===== src/rtl/ahb_bridge_pkg.sv =====
// rtl/ahb_bridge_pkg.sv - shared HTRANS codes, arbiter FSM states and clog2 helper
package ahb_bridge_pkg;

    localparam logic [1:0] HTRANS_IDLE   = 2'b00;
    localparam logic [1:0] HTRANS_BUSY   = 2'b01;
    localparam logic [1:0] HTRANS_NONSEQ = 2'b10;
    localparam logic [1:0] HTRANS_SEQ    = 2'b11;

    typedef enum logic [1:0] {
        ST_PARK = 2'd0,
        ST_OWN  = 2'd1,
        ST_LOCK = 2'd2
    } arb_state_e;

    // Ceiling log2, minimum result 1 so index buses are never zero-width.
    function automatic int clog2(input int value);
        int r;
        r = 1;
        while ((1 << r) < value) begin
            r = r + 1;
        end
        return r;
    endfunction

endpackage


===== src/rtl/ahb_rr_picker.sv =====
// rtl/ahb_rr_picker.sv - combinational round-robin picker: (req, rr_ptr) -> one-hot winner + valid
// Ports:
//   req     in  N      request vector
//   rr_ptr  in  IDX_W  index of the last winner; search starts at rr_ptr+1 with wrap
//   grant   out N      one-hot winner (all zero when valid=0)
//   valid   out 1      at least one request present
module ahb_rr_picker #(
    parameter int N     = 4,
    parameter int IDX_W = 2
) (
    input  logic [N-1:0]     req,
    input  logic [IDX_W-1:0] rr_ptr,
    output logic [N-1:0]     grant,
    output logic             valid
);

    logic [IDX_W-1:0] idx;

    always_comb begin
        grant = '0;
        valid = 1'b0;
        idx   = '0;
        // Offset N wraps back to rr_ptr itself, so a lone requester re-wins.
        for (int off = 1; off <= N; off++) begin
            idx = IDX_W'((int'(rr_ptr) + off) % N);
            if (!valid && req[idx]) begin
                grant[idx] = 1'b1;
                valid      = 1'b1;
            end
        end
    end

endmodule


===== src/rtl/ahb_bus_arbiter.sv =====
// rtl/ahb_bus_arbiter.sv - round-robin AHB arbiter with lock and burst protection
// Optional feature macro: ARB_TIMEOUT_EN (forced handover after MAX_HOLD unchanged-grant updates).
// Ports:
//   Hclk      in   1        bus clock
//   Hreset    in   1        synchronous active-high reset
//   Hbusreq   in   N        per-master bus request
//   Hlock     in   N        per-master locked-transfer request
//   Htrans    in   2        HTRANS of current address-phase owner
//   Hready    in   1        qualifies every state update
//   Hgrant    out  N        registered one-hot grant
//   Hmaster   out  clog2(N) registered address-phase owner index
//   Hmastlock out  1        registered locked-sequence flag
module ahb_bus_arbiter
    import ahb_bridge_pkg::*;
#(
    parameter int NUM_MASTERS    = 4,
    parameter int DEFAULT_MASTER = 0,
    parameter int MAX_HOLD       = 16
) (
    input  logic                          Hclk,
    input  logic                          Hreset,
    input  logic [NUM_MASTERS-1:0]        Hbusreq,
    input  logic [NUM_MASTERS-1:0]        Hlock,
    input  logic [1:0]                    Htrans,
    input  logic                          Hready,
    output logic [NUM_MASTERS-1:0]        Hgrant,
    output logic [clog2(NUM_MASTERS)-1:0] Hmaster,
    output logic                          Hmastlock
);

    localparam int IDX_W = clog2(NUM_MASTERS);
    localparam logic [NUM_MASTERS-1:0] DEFAULT_GRANT =
        {{(NUM_MASTERS-1){1'b0}}, 1'b1} << DEFAULT_MASTER;

    if (NUM_MASTERS < 2 || NUM_MASTERS > 8 || DEFAULT_MASTER < 0 ||
        DEFAULT_MASTER >= NUM_MASTERS || MAX_HOLD < 2) begin : g_bad_params
        $error("ahb_bus_arbiter: illegal parameter combination");
    end

    function automatic logic [IDX_W-1:0] oh2idx(input logic [NUM_MASTERS-1:0] oh);
        logic [IDX_W-1:0] r;
        r = '0;
        for (int i = 0; i < NUM_MASTERS; i++) begin
            if (oh[i]) r = r | IDX_W'(i);
        end
        return r;
    endfunction

    logic [NUM_MASTERS-1:0] grant_q, grant_d;
    logic [IDX_W-1:0]       master_q, master_d;
    logic                   mastlock_q, mastlock_d;
    logic [IDX_W-1:0]       rr_ptr_q, rr_ptr_d;
    arb_state_e             state_q, state_d;

    logic [NUM_MASTERS-1:0] pick;
    logic                   pick_valid;
    logic [IDX_W-1:0]       grant_idx;
    logic                   burst, owner_req, owner_lock, timeout_pending, hold;

`ifdef ARB_TIMEOUT_EN
    localparam int CNT_W = clog2(MAX_HOLD) + 1;
    logic [CNT_W-1:0] hold_cnt_q, hold_cnt_d;
`endif

    ahb_rr_picker #(
        .N     (NUM_MASTERS),
        .IDX_W (IDX_W)
    ) u_picker (
        .req    (Hbusreq),
        .rr_ptr (rr_ptr_q),
        .grant  (pick),
        .valid  (pick_valid)
    );

    always_comb begin
        grant_idx       = oh2idx(grant_q);
        burst           = (Htrans == HTRANS_SEQ) || (Htrans == HTRANS_BUSY);
        owner_req       = Hbusreq[grant_idx];
        owner_lock      = Hlock[grant_idx];
        timeout_pending = 1'b0;
`ifdef ARB_TIMEOUT_EN
        // Waive bus-hold only when someone else is waiting and no lock is active.
        timeout_pending = (hold_cnt_q >= CNT_W'(MAX_HOLD - 1)) &&
                          (|(Hbusreq & ~grant_q)) && (state_q != ST_LOCK);
`endif
        hold = burst || (owner_req && owner_lock) || (owner_req && !timeout_pending);

        grant_d  = hold ? grant_q : (pick_valid ? pick : DEFAULT_GRANT);
        // Parking on the default master is not a win; rr_ptr keeps the last real winner.
        rr_ptr_d = (!hold && pick_valid) ? oh2idx(pick) : rr_ptr_q;
        master_d   = grant_idx;
        mastlock_d = owner_lock;

`ifdef ARB_TIMEOUT_EN
        if (grant_d != grant_q) begin
            hold_cnt_d = '0;
        end else if (hold_cnt_q < CNT_W'(MAX_HOLD - 1)) begin
            hold_cnt_d = hold_cnt_q + 1'b1;
        end else begin
            hold_cnt_d = hold_cnt_q;
        end
`endif

        state_d = state_q;
        case (state_q)
            ST_PARK: if (|(grant_d & Hbusreq)) state_d = ST_OWN;
            ST_OWN: begin
                if (owner_req && owner_lock) state_d = ST_LOCK;
                else if (!(|Hbusreq))        state_d = ST_PARK;
            end
            ST_LOCK: begin
                if ((!owner_lock || !owner_req) && !burst)
                    state_d = (|Hbusreq) ? ST_OWN : ST_PARK;
            end
            default: state_d = ST_PARK;
        endcase
    end

    always_ff @(posedge Hclk) begin
        if (Hreset) begin
            grant_q    <= DEFAULT_GRANT;
            master_q   <= IDX_W'(DEFAULT_MASTER);
            mastlock_q <= 1'b0;
            rr_ptr_q   <= '0;
            state_q    <= ST_PARK;
`ifdef ARB_TIMEOUT_EN
            hold_cnt_q <= '0;
`endif
        end else if (Hready) begin
            grant_q    <= grant_d;
            master_q   <= master_d;
            mastlock_q <= mastlock_d;
            rr_ptr_q   <= rr_ptr_d;
            state_q    <= state_d;
`ifdef ARB_TIMEOUT_EN
            hold_cnt_q <= hold_cnt_d;
`endif
        end
    end

    assign Hgrant    = grant_q;
    assign Hmaster   = master_q;
    assign Hmastlock = mastlock_q;

endmodule


===== config.mk =====
export PLATFORM = sky130hd
export DESIGN_NAME = ahb_bus_arbiter
export DESIGN_NICKNAME = d
export VERILOG_FILES = /design/src/rtl/ahb_bridge_pkg.sv /design/src/rtl/ahb_rr_picker.sv /design/src/rtl/ahb_bus_arbiter.sv
export SDC_FILE = /design/constraint.sdc
export NUM_CORES = 1
export LEC_CHECK = 0
export ABC_AREA = 1
export CAP_MARGIN = 20
export CORE_MARGIN = 2
export CORE_UTILIZATION = 55
export CTS_BUF_LIST = sky130_fd_sc_hd__clkbuf_8
export CTS_CLUSTER_SIZE = 16
export DETAILED_ROUTE_END_ITERATION = 8
export DONT_BUFFER_PORTS = 1
export PLACE_DENSITY = 0.7
export RECOVER_POWER = 100
export SYNTH_ARGS = -nofsm -noshare
export SYNTH_HDL_FRONTEND = slang
export SYNTH_HIERARCHICAL = 1
export SYNTH_SLANG_ARGS = --single-unit

===== constraint.sdc =====
create_clock -name Hclk -period 2.2 [get_ports Hclk]
set_input_delay 0.22 -clock Hclk [delete_from_list [all_inputs] [get_ports Hclk]]
set_output_delay 0.22 -clock Hclk [all_outputs]
set_load 0.005 [all_outputs]

Yosys cells after proc, flatten, opt, wreduce, memory -nomap -nowiden
Cells that the tools add are included.
- add/sub/neg operators: 4
- $lt $le $gt $ge: 9
- bitwise operators: 4
- reduce and logical (&&, ||, !) cells: 18
- equal/unequal tests: 2
- muxes and demuxes: 35
- operators by type and width (kind ; number):
    two-way mux 4 bit ; 5
    two-way mux 1 bit ; 16
    less-than comparator 2 x 3 -> 1 bit (second input constant) ; 5
    binary-select mux 1 bit (select 2 bit) ; 6
    bitwise OR 4 bit ; 3
    logical AND 1 bit ; 9
    demux 1 bit (select 2 bit) ; 4
    >= comparator 2 x 1 -> 1 bit (second input constant) ; 4
    two-way mux 2 bit ; 4
    adder 2 x 1 -> 2 bit (second input constant) ; 2
    adder 2 bit (second input constant) ; 2
    logical NOT 1 bit ; 4
    AND reduction 2 bit ; 2
    logical OR 1 bit ; 3
    equality test 2 x 1 -> 1 bit (second input constant) ; 1
    equality test 2 bit (second input constant) ; 1
    inverter 1 bit ; 1
- logic and storage cells: 76
- bits of input ports: 13
- output and inout port bits: 7
- bits in registers: 9

Longest topological paths before layout
- word-level depth: 16
- depth in mapped cells: 13
- depth with buffers taken out: 13

Modules after synthesis
The synthesis kept the hierarchy.
- by module, submodules not included (module ; cells an instance ; times used ; seq. area each (sq um) ; area an instance (sq um)):
    ahb_bus_arbiter ; 74 ; 1 ; 180.2 ; 523.0
    ahb_rr_picker ; 80 ; 1 ; 0.0 ; 451.7

Worst setup path before layout
Ideal clock, no wire load.
- path kind: register -> register
- from: register rr_ptr_q[0]
- to: register grant_q[3] (netlist: Hgrant[3])
- slack: 0.183 ns
- data required time: 2.130 ns
- setup time: 0.070 ns
- arrival: 1.948 ns
- clock period less this slack: 2.017 ns
- stages on the path, launching flop included: 13
- path buffers: 0
- path through: dfxtp_1 > inv_2 > ha_1 > inv_1 > nand3_4 > nand2_4 > nand2_2 > nor2_4 > nand3_1 > nand2_1 > nand2_1 > nand3b_1 > a21oi_1
- cells in the longest elaborated chain, start to end: 14
- elaborated cells between the ends (all ways): 50
- ends and longest elaborated chain (element ; RTL line ; RTL):
    from (decl) ; ahb_bus_arbiter.sv:52 ; logic [IDX_W-1:0] rr_ptr_q, rr_ptr_d;
    from (signal assigned) ; ahb_bus_arbiter.sv:133 ; rr_ptr_q <= rr_ptr_d;
    parallel branches: the longest is 12 deep, another holds less-than comparator 2 x 3 -> 1 bit ; - ;
    two-way mux 4 bit (*) ; ahb_rr_picker.sv:26 ; if (!valid && req[idx]) begin
    named net pick[3] ; ahb_bus_arbiter.sv:55 ; logic [NUM_MASTERS-1:0] pick;
    two-way mux 4 bit (*) ; ahb_bus_arbiter.sv:88 ; grant_d = hold ? grant_q : (pick_valid ? pick : DEFAULT_GRANT);
    to (signal assigned) ; ahb_bus_arbiter.sv:130 ; grant_q <= grant_d;
    to (decl) ; ahb_bus_arbiter.sv:49 ; logic [NUM_MASTERS-1:0] grant_q, grant_d;
Mark *: on every way through the listed nets, which the timed path passes. The select of a mux whose other input is x is not followed.
A chain may end at the register's enable or synchronous reset.

Worst setup path after layout
Same ends and word-level chain as after synthesis.

==> qor.csv <==
stage,metric,value,unit
sta,worst_clock_skew,0.00201,ns
yosys,synth_top_family_by_area,simple AND/OR/NAND/NOR gates,
cts,cts_sinks,9,
placed_design,hpwl,1750,um
route,post-route-drc-count,0,
yosys,share_of_the_synthesized_netlist_area_taken_by_xor_and_xnor_gates,0,
yosys,simple_logic_cell_fraction_of_the_synthesized_area,0.547,
min_path,hold_path.class,in -> reg,
die,io_pins,20,
placed_design,pre_cts_slack,0.285,ns
route,drt-pass1-iter-count,4,
power,power.ir.vdd_worst,426,uV
sta,period_needed,1.96,ns
cts,post_cts_buffers,0,
cts,cts_made_buffers,3,
yosys,muxShareOfSynthArea,0,
cts,clock_path_buffers,2,
yosys,post_synth.cell_area_avg,6.33,um^2
sta,slew_violations,0,
yosys,synthesis.yosys.warnings,6,
sta,relSlewSlack,0.765,
die,die_height,46.1,um
route,vias_post_dr,966,
layout,nets,184,
layout,final_layout_size_suffix_gt1_frac,0.136,
yosys,synth_fp_nets,175,
cts,h-tree-depth,1,
sta,final_hold_viol_count,0,
cts,insertion_delay_to_the_later_sink_of_the_worst_skew_pair,0.23,ns
cts,cts-hold-fix-buffers,0,
layout,area_growth_syn_to_layout,9.11,%
cts,ctsRootBufferMaster,sky130_fd_sc_hd__clkbuf_8,
layout,antenna_cells_inserted,0,
die,placeableCoreArea,1690,um^2
critical_path,critPathKind,reg -> reg,
critical_path,timing.critical_path.arrival,2.12,ns
layout,mostFrequentLayoutCells,"39 x sky130_fd_sc_hd__nand2_1, 24 x sky130_fd_sc_hd__inv_1, 23 x sky130_fd_sc_hd__nor2_1",
sta,rsz0062_at_grt,no,
yosys,area_share_of_the_leading_cell_type_in_the_synthesized_netlist,0.185,
critical_path,crit_fanout,6,
critical_path,critical_path_s_largest_stage_delay,0.37,ns
placed_design,place_inst,175,
yosys,post_synth_inst_count,154,
critical_path,worst_ep_required_time,2.36,ns
sta,post-route-worst-setup-slack,0.239,ns
die,die_x,46.1,um
run_status,run_status,"complete, no violations",
die,row_count,15,
power,static-leakage-power,0.539,nW
die,area_enclosed_by_the_die_boundary,2120,um^2
job,max_cap_violations,0,
grt,grt_pass1_wl,3510,um
sta,totalNegativeSetupSlack,0,ns
yosys,synth-compound-area-share,0.0732,
grt,gr-total-overflow,0,
cts,cts-resized-gates,0,
yosys,netlist.top_cell.by_area,sky130_fd_sc_hd__dfxtp_1,
grt,track_usage,0.222,
placed_design,gp_congestion,0.843,
sta,whs,0.0573,ns
grt,grt_antenna_before_repair,0,
grt,grt_start_max_net_pins,12,
cts,tritoncts_clock_tree,done,
die,initial_core_utilization,0.577,
route,route.detailed.wl_per_inst,11.7,um
critical_path,timing.critical_path.slowest_stage_cell,sky130_fd_sc_hd__ha_1,
yosys,sequential_area_share_after_synthesis,0.185,
sta,setup_viol,0,
route,drt-total-wl,2100,um
grt,number_of_global_route_vias_before_repair,861,
cts,clk_pin_slew,0.04,ns
yosys,synth_cell_types,20,
yosys,ys_top_cells_by_area,"sky130_fd_sc_hd__dfxtp_1 18%, sky130_fd_sc_hd__nand2_1 15%, sky130_fd_sc_hd__ha_1 10%",
sta,clock.fmax,510,MHz
layout,layout.cells.most_common,sky130_fd_sc_hd__nand2_1,
yosys,synth-seq-cells,9,
route,initialDrtViolationCount,26,
yosys,yosys.area_share.adder,0.103,
critical_path,crit_top_cell,sky130_fd_sc_hd__nand2_1,
power,power_per_cell_area,573,nW/um^2
critical_path,critical-path-top-delay-family,simple AND/OR/NAND/NOR gates,
yosys,synthesis.area,975,um^2
layout,cell_count_final_fillers_out,179,
sta,fin_crit_sh,0.891,
route,number_of_nets_with_antenna_violations_after_routing,0,
critical_path,cp.buffers_inverters,2,
route,post_drt_via_cell_ratio,5.40,
critical_path,startpoint_type,flip-flop,
critical_path,cp_cell_sequence,inv_1 -> ha_1 -> inv_1 -> nand3_4 -> nand2_4 -> nand2_1 -> nor2_4 -> nand3_1 -> nand2_1 -> nand2_1 -> nand3b_1 -> a21oi_1,
sta,timing_worst_slew_pin_value,0.351,ns
placed_design,portBuffers,0,
critical_path,crit_path_end_kind,flip-flop,
final timing paths:
| kind | start | end | slack (ns) | cells past startpoint |
|---|---|---|---|---|
| worst max-delay path | rr_ptr_q[0] | Hgrant[3] | 0.24 | 12 |
| worst max register to register | rr_ptr_q[0] | Hgrant[3] | 0.24 | 12 |
| worst min register to register | Hgrant[2] | Hgrant[2] | 0.50 | 2 |
| worst min-delay path | Hreset | Hgrant[1] | 0.06 | 1 |
synth_stat cells:
library cell and number:
sky130_fd_sc_hd__nand4_1 2, sky130_fd_sc_hd__o21a_1 1, sky130_fd_sc_hd__nand3_1 18, sky130_fd_sc_hd__nand2_2 6, sky130_fd_sc_hd__nand3b_1 3, sky130_fd_sc_hd__nor2_1 21, sky130_fd_sc_hd__nor2_2 2, sky130_fd_sc_hd__nand3_2 1
sky130_fd_sc_hd__nand2_4 1, sky130_fd_sc_hd__dfxtp_1 9, sky130_fd_sc_hd__inv_1 22, sky130_fd_sc_hd__nand3_4 4, sky130_fd_sc_hd__o22ai_1 1, sky130_fd_sc_hd__nand2_1 38, sky130_fd_sc_hd__ha_1 8, sky130_fd_sc_hd__inv_2 2
sky130_fd_sc_hd__o21ai_0 5, sky130_fd_sc_hd__o211ai_1 1, sky130_fd_sc_hd__a21oi_1 5, sky130_fd_sc_hd__nor2_4 4
logic make-up after synthesis:
kind of cell	after synthesis
adder cells (fa/ha/maj)	8
AND/OR/NAND/NOR	100
buffers and inverters	24
AO/OA/AOI/OAI	13
flip-flops	9
sequential cells by signal (all words and copies together) (netlist names):
name       flops
Hmaster        2
rr_ptr_q       2
Hmastlock      1
Hgrant         4
final cells by class:
class | count | area [um^2]
Sequential cell | 9 | 180
Tap cell | 17 | 21.3
Timing Repair Buffer | 4 | 30.0
Inverter | 24 | 90.1
Clock inverter | 1 | 3.75
Fill cell | 172 | 626
Multi-Input combinational cell | 121 | 697
Clock buffer | 3 | 41.3
stage by stage:
step / total power, W / cell area, um^2 / utilization
floorplan: 0.000382 / 975 / -
global placement: 0.000423 / 1030 / 0.607
detailed placement: 0.000433 / 1030 / 0.607
CTS: 0.000615 / 1070 / 0.634
global route: 0.000652 / 1060 / 0.630
finish: 0.000610 / 1060 / 0.630
per-layer routing:
metal  vias up  GRT usage  routed length (um)
met4         0     0.0514                   8
met2        22      0.425                1090
met5         -          0                   0
met3         2     0.0353                  61
li1        501          -                   -
met1       441      0.251                 945
power breakdown:
part	internal, W	leakage, nW	switching, W
Clock	0.000121	0.0269	0.0000607
Combinational	0.0000877	0.438	0.000157
Sequential	0.000175	0.0737	0.00000854
Power figures use the tool's default switching activity.
